**config.mk**
```make
export PLATFORM = sky130hd
export DESIGN_NAME = multicycle_ctrl
export DESIGN_NICKNAME = d
export VERILOG_FILES = /design/src/rtl/multicycle_ctrl.sv
export SDC_FILE = /design/constraint.sdc
export NUM_CORES = 1
export LEC_CHECK = 0
export ABC_CLOCK_PERIOD_IN_PS = 2500
export CAP_MARGIN = 15
export CORE_UTILIZATION = 47
export CTS_CLUSTER_DIAMETER = 200
export DETAILED_ROUTE_END_ITERATION = 8
export DONT_BUFFER_PORTS = 1
export GPL_TIMING_DRIVEN = 0
export MAX_ROUTING_LAYER = met4
export PLACE_DENSITY = 0.73
export SYNTH_ARGS = -nofsm -noshare
export SYNTH_HDL_FRONTEND = slang
export SYNTH_SLANG_ARGS = --single-unit
```
**constraint.sdc**
```tcl
create_clock -name clk -period 2.5 [get_ports clk]
set_clock_uncertainty 0.1 [all_clocks]
set_input_delay 0.5 -clock clk [delete_from_list [all_inputs] [get_ports clk]]
set_output_delay 0.5 -clock clk [all_outputs]
set_load 0.01 [all_outputs]
```
**src/rtl/multicycle_ctrl.sv**
```systemverilog
// rtl/multicycle_ctrl.sv - multi-cycle RV32I sequencer (FETCH/DECODE/EXEC/MEM/WB) with trap on illegal opcode or memory timeout
module multicycle_ctrl #(
    parameter int MEM_TIMEOUT = 16,
    parameter int CNT_W       = 5
) (
    input  logic       clk,
    input  logic       rst,
    input  logic [6:0] opcode,
    input  logic [2:0] func3,
    input  logic       br_taken,
    input  logic       imem_ready,
    input  logic       dmem_ready,
    output logic       imem_req,
    output logic       ir_we,
    output logic       dmem_req,
    output logic       dmem_we,
    output logic [1:0] ls_size,
    output logic       reg_we,
    output logic [1:0] wb_sel,
    output logic       pc_we,
    output logic [1:0] pc_sel,
    output logic       alusrc,
    output logic       aui_pc,
    output logic [4:0] alu_op,
    output logic       instret,
    output logic       illegal_inst,
    output logic       bus_err,
    output logic [2:0] state_o
);

    typedef enum logic [2:0] {
        S_FETCH  = 3'd0,
        S_DECODE = 3'd1,
        S_EXEC   = 3'd2,
        S_MEM    = 3'd3,
        S_WB     = 3'd4,
        S_TRAP   = 3'd7
    } state_t;

    localparam logic [6:0] OP_R     = 7'b0110011;
    localparam logic [6:0] OP_I     = 7'b0010011;
    localparam logic [6:0] OP_LD    = 7'b0000011;
    localparam logic [6:0] OP_ST    = 7'b0100011;
    localparam logic [6:0] OP_BR    = 7'b1100011;
    localparam logic [6:0] OP_JAL   = 7'b1101111;
    localparam logic [6:0] OP_JALR  = 7'b1100111;
    localparam logic [6:0] OP_LUI   = 7'b0110111;
    localparam logic [6:0] OP_AUIPC = 7'b0010111;

    localparam logic [CNT_W-1:0] TMO_LAST = CNT_W'(MEM_TIMEOUT - 1);

    state_t           state;
    logic [6:0]       op_q;
    logic [2:0]       f3_q;
    logic [CNT_W-1:0] wait_cnt;

    logic is_r, is_ld, is_st, is_br, is_jal, is_jalr, is_lui, is_auipc;
    logic op_legal, mem_busy, mem_rdy, timeout_hit, unused_f3;

    assign is_r     = (op_q == OP_R);
    assign is_ld    = (op_q == OP_LD);
    assign is_st    = (op_q == OP_ST);
    assign is_br    = (op_q == OP_BR);
    assign is_jal   = (op_q == OP_JAL);
    assign is_jalr  = (op_q == OP_JALR);
    assign is_lui   = (op_q == OP_LUI);
    assign is_auipc = (op_q == OP_AUIPC);
    assign unused_f3 = f3_q[2];

    always_comb begin
        op_legal = 1'b0;
        case (opcode)
            OP_R, OP_I, OP_LD, OP_ST, OP_BR, OP_JAL, OP_JALR, OP_LUI, OP_AUIPC: op_legal = 1'b1;
            default: op_legal = 1'b0;
        endcase
    end

    // One shared wait counter serves whichever memory port is currently requesting
    assign mem_busy    = ((state == S_FETCH) && imem_req) || (state == S_MEM);
    assign mem_rdy     = (state == S_FETCH) ? imem_ready : dmem_ready;
    assign timeout_hit = (MEM_TIMEOUT != 0) && mem_busy && !mem_rdy && (wait_cnt == TMO_LAST);

    always_ff @(posedge clk or posedge rst) begin
        if (rst) begin
            state        <= S_FETCH;
            op_q         <= '0;
            f3_q         <= '0;
            wait_cnt     <= '0;
            illegal_inst <= 1'b0;
            bus_err      <= 1'b0;
            imem_req     <= 1'b0;
        end else begin
            case (state)
                S_FETCH: begin
                    if (timeout_hit) begin
                        state    <= S_TRAP;
                        bus_err  <= 1'b1;
                        imem_req <= 1'b0;
                    end else if (imem_req && imem_ready) begin
                        state    <= S_DECODE;
                        imem_req <= 1'b0;
                    end else begin
                        imem_req <= 1'b1;
                        if (imem_req)
                            wait_cnt <= wait_cnt + 1'b1;
                    end
                end
                S_DECODE: begin
                    op_q <= opcode;
                    f3_q <= func3;
                    if (op_legal) begin
                        state <= S_EXEC;
                    end else begin
                        state        <= S_TRAP;
                        illegal_inst <= 1'b1;
                    end
                end
                S_EXEC: begin
                    if (is_br) begin
                        state    <= S_FETCH;
                        imem_req <= 1'b1;
                        wait_cnt <= '0;
                    end else if (is_ld || is_st) begin
                        state    <= S_MEM;
                        wait_cnt <= '0;
                    end else begin
                        state <= S_WB;
                    end
                end
                S_MEM: begin
                    if (dmem_ready) begin
                        if (is_st) begin
                            state    <= S_FETCH;
                            imem_req <= 1'b1;
                            wait_cnt <= '0;
                        end else begin
                            state <= S_WB;
                        end
                    end else if (timeout_hit) begin
                        state   <= S_TRAP;
                        bus_err <= 1'b1;
                    end else begin
                        wait_cnt <= wait_cnt + 1'b1;
                    end
                end
                S_WB: begin
                    state    <= S_FETCH;
                    imem_req <= 1'b1;
                    wait_cnt <= '0;
                end
                default: begin
                    state    <= S_TRAP;
                    imem_req <= 1'b0;
                end
            endcase
        end
    end

    // Strobes come straight from state so reset and TRAP silence them without a clock
    assign state_o  = state;
    assign ir_we    = (state == S_FETCH) && imem_req && imem_ready;
    assign dmem_req = (state == S_MEM);
    assign dmem_we  = dmem_req && is_st;
    assign ls_size  = (f3_q[1:0] == 2'b11) ? 2'b00 : f3_q[1:0];
    assign reg_we   = (state == S_WB);
    assign instret  = ((state == S_EXEC) && is_br) || ((state == S_MEM) && dmem_ready && is_st) || (state == S_WB);
    assign pc_we    = instret;
    assign pc_sel   = ((state == S_EXEC) && is_br) ? {1'b0, br_taken} :
                      is_jal  ? 2'b01 :
                      is_jalr ? 2'b10 : 2'b00;
    assign wb_sel   = is_ld ? 2'b01 : (is_jal || is_jalr) ? 2'b10 : 2'b00;
    assign alusrc   = !(is_r || is_br);
    assign aui_pc   = is_auipc || is_jal;
    assign alu_op   = is_r ? 5'b00001 : is_br ? 5'b01011 : is_lui ? 5'b01010 : 5'b00010;

endmodule

```
* Word-level counts from Yosys, hierarchy flattened *
Index checks and enable logic that the tools add are counted.

word-level totals
  register bits = 20
  bits of input ports = 15
  logic and storage cells = 110

cells by class
  add/subtract/negate cells = 1
  equality and inequality tests = 35
  multiplexer cells = 38
  bitwise operators = 2
  reduce and logical (&&, ||, !) cells = 27

operators with widths
  operator                                                                  number
  7-bit by 6-bit equality test with 1-bit output (second input constant)    6
  7-bit equality test (second input constant)                               6
  5-bit two-way mux                                                         8
  3-bit two-way mux                                                         8
  7-bit by 5-bit equality test with 1-bit output (second input constant)    3
  5-bit one-hot mux with 4 select lines                                     1
  3-bit one-hot mux with 5 select lines                                     1
  7-bit by 2-bit equality test with 1-bit output (second input constant)    2
  2-bit two-way mux                                                         6
  4-bit two-way mux                                                         3
  2-bit inequality test (second input constant)                             6
  1-bit logical AND                                                         9
  1-bit two-way mux                                                         9
  3-bit by 2-bit inequality test with 1-bit output (second input constant)  3
  9-bit OR reduction                                                        1
  1-bit logical OR                                                          7
  7-bit AND reduction                                                       1
  3-bit by 2-bit equality test with 1-bit output (second input constant)    2
  3-bit inequality test (second input constant)                             2
  2-bit AND reduction                                                       3
  5-bit by 1-bit adder with 5-bit output (second input constant)            1
  5-bit by 4-bit equality test with 1-bit output (second input constant)    1
  1-bit one-hot mux with 5 select lines                                     1
  4-bit AND reduction                                                       1
  10 further kinds                                                          12

* Depth between registers and ports, before layout *
  depth in word-level cells = 8
  depth in mapped cells = 8
  depth with buffers taken out = 8

* Worst setup path after synthesis *
No wires, ideal clock.

  kind = reg-to-reg
  start point = register wait_cnt[0]
  end point = register wait_cnt[3]
  setup time = 69 ps
  arrival = 1988 ps
  data required time = 2331 ps
  setup slack = 343 ps
  cell stages (with the launch flop) = 9
  clock period less this slack = 2157 ps
  cells stage by stage = dfrtp_1 -> ha_1 -> and3_1 -> ha_1 -> inv_1 -> a311o_1 -> nand4_2 -> or4_1 -> nand3_1

between the ends
  word-level cells in the longest chain between the ends = 5
  elaborated cells between the ends (all ways) = 12
  those cells by class = add/sub: 1; eq/ne: 3; mux: 6; reduce/logical: 2

RTL lines
  element                                 RTL line  source
  start: declaration                      55        logic [CNT_W-1:0] wait_cnt;
  start signal: assignment                105       wait_cnt <= wait_cnt + 1'b1;
  start signal: assignment                143       wait_cnt <= wait_cnt + 1'b1;
  5-bit by 1-bit adder with 5-bit output  105, 143
  5-bit two-way mux                       104       if (imem_req)
  5-bit two-way mux                       99        end else if (imem_req && imem_ready) begin
  5-bit two-way mux                       95        if (timeout_hit) begin
  5-bit one-hot mux with 4 select lines   93        case (state)

Several ways; a longest one is shown, not always the timed one. The select of a mux whose other input is x is not followed.
A chain may end at the register's enable or synchronous reset.

* Final worst setup path *
  start point = register state[0] (netlist: state_o[0])
  end point = output pc_we

between the ends
  word-level cells in the longest chain between the ends = 5
  elaborated cells between the ends (all ways) = 8
  those cells by class = eq/ne: 3; reduce/logical: 5

RTL lines
  element                                         RTL line  source
  start: declaration                              52        state_t state;
  start signal: assignment                        85        state <= S_FETCH;
  start signal: assignment                        96        state <= S_TRAP;
  start signal: assignment                        100       state <= S_DECODE;
  3-bit by 2-bit equality test with 1-bit output  166       assign instret = ((state == S_EXEC) && is_br) || ((state == S_MEM) && dmem_ready && is_st) || (state == S_WB);
  1-bit logical AND (2 in a row)                  166
  1-bit logical OR                                166
  1-bit logical OR *                              166
  end: declaration                                20        output logic pc_we,

Mark *: on every way between the ends. The rest lies on a longest branch, timed or not.

==> summary.md <==
| Metric | Value |
|---|---|
| Area leader, netlist | `dfrtp_1` |
| Antenna violations before repair | `0` |
| Clock insertion delay at the later pin of the skew report | `0.31 ns` |
| Slew @ Worst Pin | `0.7544 ns` |
| Cells after Synth | `151` |
| Final Hold Fails | `0` |
| DRC | `0` |
| Wire length per cell | `16.53 microns` |
| Top cells by area, synth | `dfrtp_1 (37%), mux2_2 (7.4%), nand3_1 (3.7%)` |
| Clock transition at path regs | `~0.12 ns` |
| Synth Flop Type | `dfrtp_1` |
| Worst rel slew slack | `49.65%` |
| Hold/Removal Path Class | `primary input to async pin` |
| First-pass GRT wire length | `5181 microns` |
| Clk sinks | `20` |
| Final #Nets | `roughly 170` |
| Top-Level Pins | `40` |
| Root buf cell | `clkbuf_4` |
| Placer Congestion | `0.8876` |
| Max-cap violation count | `0` |
| Layout cells sized above 1 | `20.51%` |
| CP arrival | `1.83 ns` |
| Row count | `19` |
| Detailed-placement wirelength estimate | `2306 microns` |
| Layout Cells excl Fill | `187` |
| Final worst path period need | `about 2.4 ns` |
| Leakage | `0.6922 nW` |
| GRT Total Usage | `21.40%` |
| TritonCTS Buffers | `3` |
| Critical path class | `flip-flop to output port` |
| Total routed wirelength | `slightly above 3000 microns` |
| Setup TNS | `0 ns` |
| Die area | `3126 sq um` |
| Finish-stage setup viols | `0` |
| Distinct cells, synth | `44` |
| Synthesized area | `around 1400 sq um` |
| Core area | `2758 sq um` |
| Post-synth EDFFs | `0` |
| Max IR drop VDD | `between 0.4 and 0.5 mV` |
| CP max-delay cell | `dfrtp_2` |
| Initial drt markers | `61` |
| Share of Yosys cell area claimed by the top area cell type | `a little over a third` |
| FF+latch area | `between 500 and 600 sq um` |
| Avg Cell Area, Syn | `9.048 sq um` |
| DRT Pass-1 Iters | `4` |
| Ys async rst share | `100.0%` |
| Crit end category | `output port` |
| Antenna-violating nets left | `0` |
| Multi-input gate area | `799.5 sq um` |
| Max-slew violation count | `0` |
| Die Wd | `55.92 microns` |
| P&R area growth vs syn | `9.799%` |
| Initial Util | `49.55%` |
| Yosys warns | `0` |
| H-tree levels | `1` |
| Sequential share of the synthesized area | `a little over a third` |
| Height of the die | `about 56 microns` |
| Global route overflow | `0` |
| Most instantiated library cell after synthesis | `dfrtp_1` |
| Status | `complete, no violations` |
| Detailed-route via count | `approximately 1.2k` |
| Worst-path fanout max | `10` |
| Setup crit start kind | `flip-flop` |
| List of most frequent post-synthesis cells | `dfrtp_1 (20), nand2_1 (12), inv_1 (10), nand3_1 (10), mux2_2 (9)` |
| Critical Path Max Stage Delay | `0.51 ns` |
| Achievable frequency | `411.0 MHz` |
| Required @ worst endpoint | `about 1.9 ns` |
| Dpl cells | `183` |
| Tot Pwr | `0.7576 mW` |
| Worst-path cell chain | `clkbuf_8 -> nand3b_1 -> a2111oi_2 -> a21o_1 -> buf_4` |
| Pwr Density | `slightly above 500 nW/um^2` |
| Fillers | `247` |
| Vias per inst | `6.353` |
| Largest net degree at the start of global routing | `21` |
| Max Buffers Root-to-Sink | `2` |
| Diode count | `0` |
| Yosys reg bits | `20` |
| Period utilisation layout | `97.33%` |
| I/O Buffers | `0` |
| CTS tree | `built` |
| Vias in the first global route | `about 1.1k` |
[critical path: cells and delay by family (launching register included)]
kind                   cells  cell delay, ns
DFF                        1            0.51
and+or+nand+nor            1            0.11
buffers and inverters      2            0.37
AOI/OAI and AO/OA          2            0.53
[layout make-up]
| type | count | share of cell area, % |
|---|---|---|
| flip-flops and latches | 20 | 33.44 |
| plain buffers | 10 | 4.671 |
| inverters | 10 | 2.502 |
| clock buffers | 3 | 1.501 |
| well taps | 31 | 2.585 |
| clock inverters | 1 | 2.002 |
| multi-input cells | 112 | 53.29 |
[cells by family after synthesis]
logic type	after synthesis	synth area share, %
AO/OA/AOI/OAI	35	18.87
adder cells (fa/ha/maj)	2	1.831
buffers and inverters	20	7.052
flip-flops	20	36.63
multiplexers	10	8.150
other	1	0.2745
AND/OR/NAND/NOR	63	27.20
[sequential cells by signal, indices dropped and copies added (netlist names)]
register	count
imem_req	1
wait_cnt	5
illegal_inst	1
f3_q	2
state_o	3
bus_err	1
op_q	7
[per-stage QoR]
stage	area [sq um]	setup WS [ns]	hold WS [ns]	util [%]
after global routing	1500	-0.005570	0.1574	54.40
after floorplan	1370	0.3433	0.3638	-
after CTS	1478	0.01028	0.1399	53.58
after detailed placement	1409	0.07913	0.3956	51.09
final	1500	0.06674	0.09290	54.40
after global placement	1409	0.09993	0.3909	51.09
[routing by layer]
metal	GRT usage [%]	up-vias	routed length [microns]
met4	9.408	0	61
li1	-	561	-
met3	3.721	6	220
met2	35.63	59	1574
met1	25.56	562	1235
met5	-	-	0
[where the power goes]
part	total [mW]	switching, mW	internal, mW
clock network	0.270	0.108	0.162
registers	0.368	0.0217	0.347
logic	0.120	0.0683	0.0514
[layout by cell type, fill, tap and decap left out, types with 5 or more instances in the layout]
cell	n
mux2_2	9
nor2_1	6
inv_1	10
nand3_1	10
nand2_1	12
nor2b_1	7
dfrtp_1	19
buf_4	5
o21ai_0	7
[final timing paths]
| path | slack [ns] | to | cells after the start | start |
|---|---|---|---|---|
| setup / recovery | 0.07 | pc_we | 5 | state_o[0] |
| hold / removal | 0.09 | op_q[4] | 1 | rst |
| setup reg to reg | 0.15 | wait_cnt[3] | 8 | wait_cnt[0] |
| hold reg to reg | 0.42 | wait_cnt[4] | 2 | wait_cnt[4] |
| max in group asynchronous | 1.69 | state_o[0] | 1 | rst |
| min in group clk | 0.24 | op_q[0] | 1 | opcode[0] |
[what timing repair did]
action / in CTS / in global routing
gates resized for setup: 5 / 6
buffers inserted: 0 / 0
hold buffers: 0 / 0
gates cloned: 0 / 0
pin swaps: 0 / 1
endpoints found under the setup margin: 2 / 4
Power figures use the tool's default switching activity.
